<file path="src/rtl/traffic_light_monitor.sv">
// Receive-side monitor for the 4-way controller's light codes: mirrors healthy codes to the
// lamp heads and latches a fault (flashing red on both heads) on any illegal condition.
module traffic_light_monitor #(
  parameter int GREEN_MIN  = 4,
  parameter int YELLOW_LEN = 2,
  parameter int TIMEOUT    = 16,
  parameter int FLASH_HALF = 2
) (
  input  logic       clk,
  input  logic       reset,
  input  logic [2:0] ns_light,
  input  logic [2:0] ew_light,
  input  logic       clear_fault,
  output logic [2:0] ns_lamp,
  output logic [2:0] ew_lamp,
  output logic       fault,
  output logic [2:0] fault_code,
  output logic [1:0] monitor_state
);

  localparam int DW = $clog2(TIMEOUT + 1);
  localparam int FW = $clog2(2 * FLASH_HALF);

  localparam logic [2:0] GRN  = 3'b001;
  localparam logic [2:0] YEL  = 3'b010;
  localparam logic [2:0] RED  = 3'b100;
  localparam logic [2:0] DARK = 3'b000;

  localparam logic [DW-1:0] DWELL_ONE = DW'(1);
  localparam logic [DW-1:0] DWELL_MAX = DW'(TIMEOUT);
  localparam logic [DW-1:0] YELLOW_D  = DW'(YELLOW_LEN);
  localparam logic [DW-1:0] GREEN_D   = DW'(GREEN_MIN);

  localparam logic [FW-1:0] FLASH_ZERO = {FW{1'b0}};
  localparam logic [FW-1:0] FLASH_ONE  = FW'(1);
  localparam logic [FW-1:0] FLASH_LAST = FW'(2 * FLASH_HALF - 1);
  localparam logic [FW-1:0] FLASH_DARK = FW'(FLASH_HALF);

  typedef enum logic [1:0] {
    ST_IDLE  = 2'd0,
    ST_SYNC  = 2'd1,
    ST_RUN   = 2'd2,
    ST_FAULT = 2'd3
  } state_t;

  state_t        state_r, state_n;
  logic [2:0]    prev_ns_r, prev_ew_r, prev_ns_n, prev_ew_n;
  logic [2:0]    ns_lamp_r, ew_lamp_r, ns_lamp_n, ew_lamp_n;
  logic          fault_r, fault_n;
  logic [2:0]    code_r, code_n;
  logic [DW-1:0] dwell_r, dwell_n, dwell_inc_s;
  logic [FW-1:0] flash_r, flash_n, flash_inc_s;
  logic          changed_s;
  logic          chk_e_s, chk_c_s, chk_s_s, chk_y_s, chk_g_s, chk_t_s;
  logic [2:0]    viol_s;

  function automatic logic legal_code(input logic [2:0] c);
    return (c == GRN) || (c == YEL) || (c == RED);
  endfunction

  function automatic logic legal_step(input logic [2:0] p, input logic [2:0] c);
    return (c == p) || (p == GRN && c == YEL) || (p == YEL && c == RED) || (p == RED && c == GRN);
  endfunction

  // Raw rule checks of the current sample against the previous accepted sample.
  always_comb begin
    changed_s = (ns_light != prev_ns_r) || (ew_light != prev_ew_r);
    if (changed_s) begin
      dwell_inc_s = DWELL_ONE;
    end else if (dwell_r == DWELL_MAX) begin
      dwell_inc_s = DWELL_MAX;
    end else begin
      dwell_inc_s = dwell_r + DWELL_ONE;
    end
    chk_e_s = !legal_code(ns_light) || !legal_code(ew_light);
    chk_c_s = (ns_light != RED) && (ew_light != RED);
    chk_s_s = !legal_step(prev_ns_r, ns_light) || !legal_step(prev_ew_r, ew_light);
    chk_y_s = changed_s && (prev_ns_r == YEL || prev_ew_r == YEL) && (dwell_r != YELLOW_D);
    chk_g_s = changed_s && (prev_ns_r == GRN || prev_ew_r == GRN) && (dwell_r < GREEN_D);
    chk_t_s = !changed_s && (dwell_inc_s == DWELL_MAX);
    flash_inc_s = (flash_r == FLASH_LAST) ? FLASH_ZERO : flash_r + FLASH_ONE;
  end

  // Lowest enabled code wins; IDLE only trusts encoding/conflict, SYNC skips dwell-of-phase checks.
  always_comb begin
    viol_s = 3'd0;
    if (chk_e_s) begin
      viol_s = 3'd1;
    end else if (chk_c_s) begin
      viol_s = 3'd2;
    end else if (chk_s_s && state_r != ST_IDLE) begin
      viol_s = 3'd3;
    end else if (chk_y_s && state_r == ST_RUN) begin
      viol_s = 3'd4;
    end else if (chk_g_s && state_r == ST_RUN) begin
      viol_s = 3'd5;
    end else if (chk_t_s && state_r != ST_IDLE) begin
      viol_s = 3'd6;
    end else begin
      viol_s = 3'd0;
    end
  end

  // Next-state, lamp drive and bookkeeping for the monitor FSM.
  always_comb begin
    state_n   = state_r;
    prev_ns_n = prev_ns_r;
    prev_ew_n = prev_ew_r;
    ns_lamp_n = ns_lamp_r;
    ew_lamp_n = ew_lamp_r;
    fault_n   = fault_r;
    code_n    = code_r;
    dwell_n   = dwell_r;
    flash_n   = flash_r;
    case (state_r)
      ST_IDLE, ST_SYNC, ST_RUN: begin
        if (viol_s != 3'd0) begin
          state_n   = ST_FAULT;
          fault_n   = 1'b1;
          code_n    = viol_s;
          ns_lamp_n = RED;
          ew_lamp_n = RED;
          flash_n   = FLASH_ZERO;
        end else begin
          ns_lamp_n = ns_light;
          ew_lamp_n = ew_light;
          prev_ns_n = ns_light;
          prev_ew_n = ew_light;
          if (state_r == ST_IDLE) begin
            dwell_n = DWELL_ONE;
            state_n = ST_SYNC;
          end else if (state_r == ST_SYNC && changed_s) begin
            dwell_n = dwell_inc_s;
            state_n = ST_RUN;
          end else begin
            dwell_n = dwell_inc_s;
          end
        end
      end
      ST_FAULT: begin
        if (clear_fault) begin
          state_n   = ST_IDLE;
          fault_n   = 1'b0;
          code_n    = 3'd0;
          ns_lamp_n = RED;
          ew_lamp_n = RED;
          prev_ns_n = RED;
          prev_ew_n = RED;
          dwell_n   = DWELL_ONE;
          flash_n   = FLASH_ZERO;
        end else begin
          flash_n   = flash_inc_s;
          ns_lamp_n = (flash_inc_s < FLASH_DARK) ? RED : DARK;
          ew_lamp_n = (flash_inc_s < FLASH_DARK) ? RED : DARK;
        end
      end
      default: begin
        state_n   = ST_IDLE;
        fault_n   = 1'b0;
        code_n    = 3'd0;
        ns_lamp_n = RED;
        ew_lamp_n = RED;
        dwell_n   = DWELL_ONE;
        flash_n   = FLASH_ZERO;
      end
    endcase
  end

  // State and output registers.
  always_ff @(posedge clk or posedge reset) begin
    if (reset) begin
      state_r   <= ST_IDLE;
      prev_ns_r <= RED;
      prev_ew_r <= RED;
      ns_lamp_r <= RED;
      ew_lamp_r <= RED;
      fault_r   <= 1'b0;
      code_r    <= 3'd0;
      dwell_r   <= DWELL_ONE;
      flash_r   <= FLASH_ZERO;
    end else begin
      state_r   <= state_n;
      prev_ns_r <= prev_ns_n;
      prev_ew_r <= prev_ew_n;
      ns_lamp_r <= ns_lamp_n;
      ew_lamp_r <= ew_lamp_n;
      fault_r   <= fault_n;
      code_r    <= code_n;
      dwell_r   <= dwell_n;
      flash_r   <= flash_n;
    end
  end

  assign ns_lamp       = ns_lamp_r;
  assign ew_lamp       = ew_lamp_r;
  assign fault         = fault_r;
  assign fault_code    = code_r;
  assign monitor_state = state_r;

endmodule

</file>
<file path="config.mk">
export PLATFORM = sky130hd
export DESIGN_NAME = traffic_light_monitor
export DESIGN_NICKNAME = d
export VERILOG_FILES = /design/src/rtl/traffic_light_monitor.sv
export SDC_FILE = /design/constraint.sdc
export NUM_CORES = 1
export LEC_CHECK = 0
export BUFFER_PORTS_ARGS = -buffer_cell sky130_fd_sc_hd__buf_2
export CAP_MARGIN = 10
export CORE_AREA = 2 2 76 78
export DETAILED_ROUTE_END_ITERATION = 8
export DIE_AREA = 0 0 78 80
export HOLD_SLACK_MARGIN = 0.05
export SYNTH_ARGS = -nofsm -noshare
export SYNTH_HDL_FRONTEND = slang
export SYNTH_SLANG_ARGS = --single-unit
</file>
<file path="constraint.sdc">
create_clock -name clk -period 2.51 [get_ports clk]
set_input_delay 0.502 -clock clk [delete_from_list [all_inputs] [get_ports clk]]
set_output_delay 0.502 -clock clk [all_outputs]
set_load 0.03 [all_outputs]
</file>
==> results.py <==
metrics = {
    "yosys": {
        "synth_ff_type": "dfrtp_1",
        "synth_xor_area_share_pct": 6.64,
        "synth_seq_cells": 25,
        "synth.net_count": 171,
        "synth_top_area_share_pct": 32.0,
        "synth_area_leaders": "dfrtp_1 32%, dfstp_2 8.4%, mux2i_1 4.5%",
        "synth-edff-count": 0,
        "netlist_area_um2": 1560,
        "synthAdderAreaFrac_pct": 3.20,
        "synth-simple-area-share_pct": 22.6,
        "syn_area_per_cell_um2": 9.90,
        "syn_inst": 158,
        "yosys.area.top_type": "dfrtp_1",
        "yosysWarnings": 0,
        "synthMuxAreaShare_pct": 4.48,
        "synth.distinct_cells": 43,
        "ys_seq_area_share_pct": 40.4,
        "synth-compound-area-share_pct": 18.6,
        "synth_top_family_by_area": "simple AND/OR/NAND/NOR gates",
        "async_reset_ff_share_pct": 100,
    },
    "pwr": {
        "p_leak_nw": 0.780,
        "power_w": 0.000845,
        "ir_drop_v": 0.000203,
        "power.density_nw_per_um2": 460,
    },
    "die": {
        "fp-row-count": 27,
        "start_util_pct": 28.9,
        "die_h_um": 80,
        "core_region_area_um2": 5410,
        "io_pins": 21,
        "die_w_um": 78,
        "dieArea_um2": 6240,
    },
    "drt": {
        "routedWlPerCell_um": 13.7,
        "drt_drc_violations_left": 0,
        "drt-total-wl_um": 3530,
        "vias_per_cell": 4.90,
        "drt_pass1_iterations": 4,
        "drt_iter0_drc": 92,
        "vias": 1264,
        "ant_nets": 0,
    },
    "setup_path": {
        "crit_path_max_fanout": 8,
        "r2r-end": "prev_ns_r[1]",
        "reg2reg_slack_ps": 220,
        "reg2reg_from": "dwell_r[0]",
        "rr_worst_depth": 9,
        "path_class": "flop to flop",
        "crit_arrival_ps": 2500,
        "critPathLaunchType": "flop",
        "critical_path.endpoint_type": "flop",
        "required_ps": 2710,
    },
    "cts": {
        "htree_levels": 1,
        "numCtsBuffers": 3,
        "cts_tree": "done",
        "cts_hold_buf": 0,
        "clock_sinks": 25,
        "cts-resized-gates": 0,
        "post_cts_buffers": 0,
        "worst_skew_pair.late_latency_ps": 270,
        "clkTransAtPathRegs_ps": 90,
        "clock_path_buffers": 2,
        "cts_root_buffer": "clkbuf_8",
    },
    "final_layout": {
        "syn_to_final_growth_pct": 17.5,
        "fin_cells": 258,
        "fill_cells": 588,
        "drive_gt1_share_pct": 25.3,
        "insertedDiodeCount": 0,
        "nets": 200,
    },
    "sta": {
        "timing.final.crit_share_pct": 91.3,
        "worstMarginPinSlew_ps": 866,
        "fmaxAchievable_mhz": 436,
        "clock_skew_ps": 2.51,
        "finalHoldViolCount": 0,
        "slew_viol_final": 0,
        "hold_ws_ps": 397,
        "tns_ps": 0,
        "relSlewSlack_pct": 42.2,
        "finalCriticalPeriod_ps": 2290,
        "rsz0062_at_grt": "false",
        "setup_viol": 0,
    },
    "global_route": {
        "use_met2_pct": 19.4,
        "gr-usage-all-layers_pct": 12.3,
        "grt-ovfl-total": 0,
        "antenna_found_initial": 0,
        "met3_usage_pct": 2.04,
        "first_global_vias": 1272,
        "busiest_layer": "met2",
        "grt_max_degree": 24,
        "grt_pass1_wl_um": 6020,
        "use_met1_pct": 16.5,
    },
    "place": {
        "gp_congestion": 0.847,
        "placed_cells": 254,
        "dp_hpwl_um": 2710,
        "io_buffers": 20,
    },
    "worst_hold_path": {
        "hold_path.class": "primary input to asynchronous set/reset pin",
    },
    "status": {
        "status": "finished clean",
    },
    "job": {
        "max_cap_violations": 0,
    },
}
worst max-delay path: stages, from the launching register on:
cell and delay [ps]:
dfstp_2 600, inv_1 80, ha_1 190, and4bb_2 250, a21oi_1 120, nor3_1 80, a31o_1 230, buf_4 180
nor4_1 340, o21bai_1 170
worst max path at each step:
stage	from	endpoint	depth (start not counted)
after global routing	dwell_r[0]	prev_ns_r[1]	9
final	dwell_r[0]	prev_ns_r[1]	9
after detailed placement	ew_light[0]	prev_ns_r[1]	8
after CTS	dwell_r[0]	prev_ns_r[1]	9
after floorplan	ew_light[1]	dwell_r[0]	9
after global placement	ew_light[0]	prev_ns_r[1]	8
cells by family after synthesis:
| group | after synthesis |
|---|---|
| buffers and inverters | 13 |
| XOR/XNOR | 11 |
| AND/OR/NAND/NOR | 61 |
| multiplexers | 7 |
| flip-flops | 25 |
| AO/OA/AOI/OAI | 37 |
| adder cells (fa/ha/maj) | 4 |
routing by layer:
metal  wire length (um)  part of all wire, %
met5                  0                    0
met4                 48                  1.4
met3                141                  4.0
met2               1690                   48
met1               1650                   47
stage by stage:
stage	util [%]	area [um2]	setup WS (ps)
after floorplan	-	1560	323
after global placement	33.1	1790	204
after detailed placement	33.1	1790	204
after CTS	34.0	1840	231
after global routing	34.0	1840	32.5
final	34.0	1840	218
Yosys cell counts (2+ instances only):
cell type   n
a41oi_1     2
nor3_1      3
o21a_1      2
a22oi_1     3
nor3_4      2
a21oi_1     4
and3_1      2
nor3b_1     4
xnor2_1     8
and4bb_1    2
nor4_1      4
a22o_2      3
buf_6       2
o2bb2ai_1   2
o21ai_0     2
o22ai_1     3
mux2i_1     7
xor2_1      2
inv_1      10
dfstp_2     5
o21bai_1    5
ha_1        4
nor2_1     16
nand3_1     4
nand2_1    18
a31oi_1     3
dfrtp_1    20
state kept, by name, indices dropped and copies added, names as in the netlist:
name,cells
prev_ew_r,3
fault,1
prev_ns_r,3
ew_lamp,3
flash_r,2
fault_code,3
monitor_state,2
ns_lamp,3
dwell_r,5
power breakdown:
part           total [W]  leakage (nW)  internal, W  switching, W
clock           0.000242        0.0255     0.000111      0.000131
combinational   0.000166         0.438    0.0000559      0.000111
sequential      0.000437         0.317     0.000422     0.0000142
area by class of cell:
| class | instances | area (um2) | area share, % |
|---|---|---|---|
| clock inverter | 1 | 5.00 | 0.272 |
| sequential | 25 | 632 | 34.4 |
| inverter | 10 | 37.5 | 2.04 |
| tap | 72 | 90.1 | 4.90 |
| timing repair buffer | 27 | 165 | 8.99 |
| clock buffer | 3 | 41.3 | 2.25 |
| multi-input combinational | 120 | 867 | 47.2 |
cell usage in the layout (no fill, tap or decap), drive strengths merged:
cell / count
buf: 27
dfrtp: 20
nand2: 18
nor2: 16
inv: 10
xnor2: 8
mux2i: 7
o21bai: 5
dfstp: 5
nor3b: 5
nor3: 5
nand3: 4
a21oi: 4
nor4: 4
ha: 4
a22oi: 3
a31oi: 3
o22ai: 3
a22o: 3
clkbuf: 3
xor2: 3
and4bb: 3
and3: 2
o21a: 2
a41oi: 2
o21ai: 2
o2bb2ai: 2
nand4: 1
o31ai: 1
a32o: 1
nor2b: 1
o311ai: 1
o211ai: 1
nand2b: 1
a221oi: 1
a31o: 1
nor4b: 1
a221o: 1
a211o: 1
clkinv: 1
(Power assumes the default switching activity.)
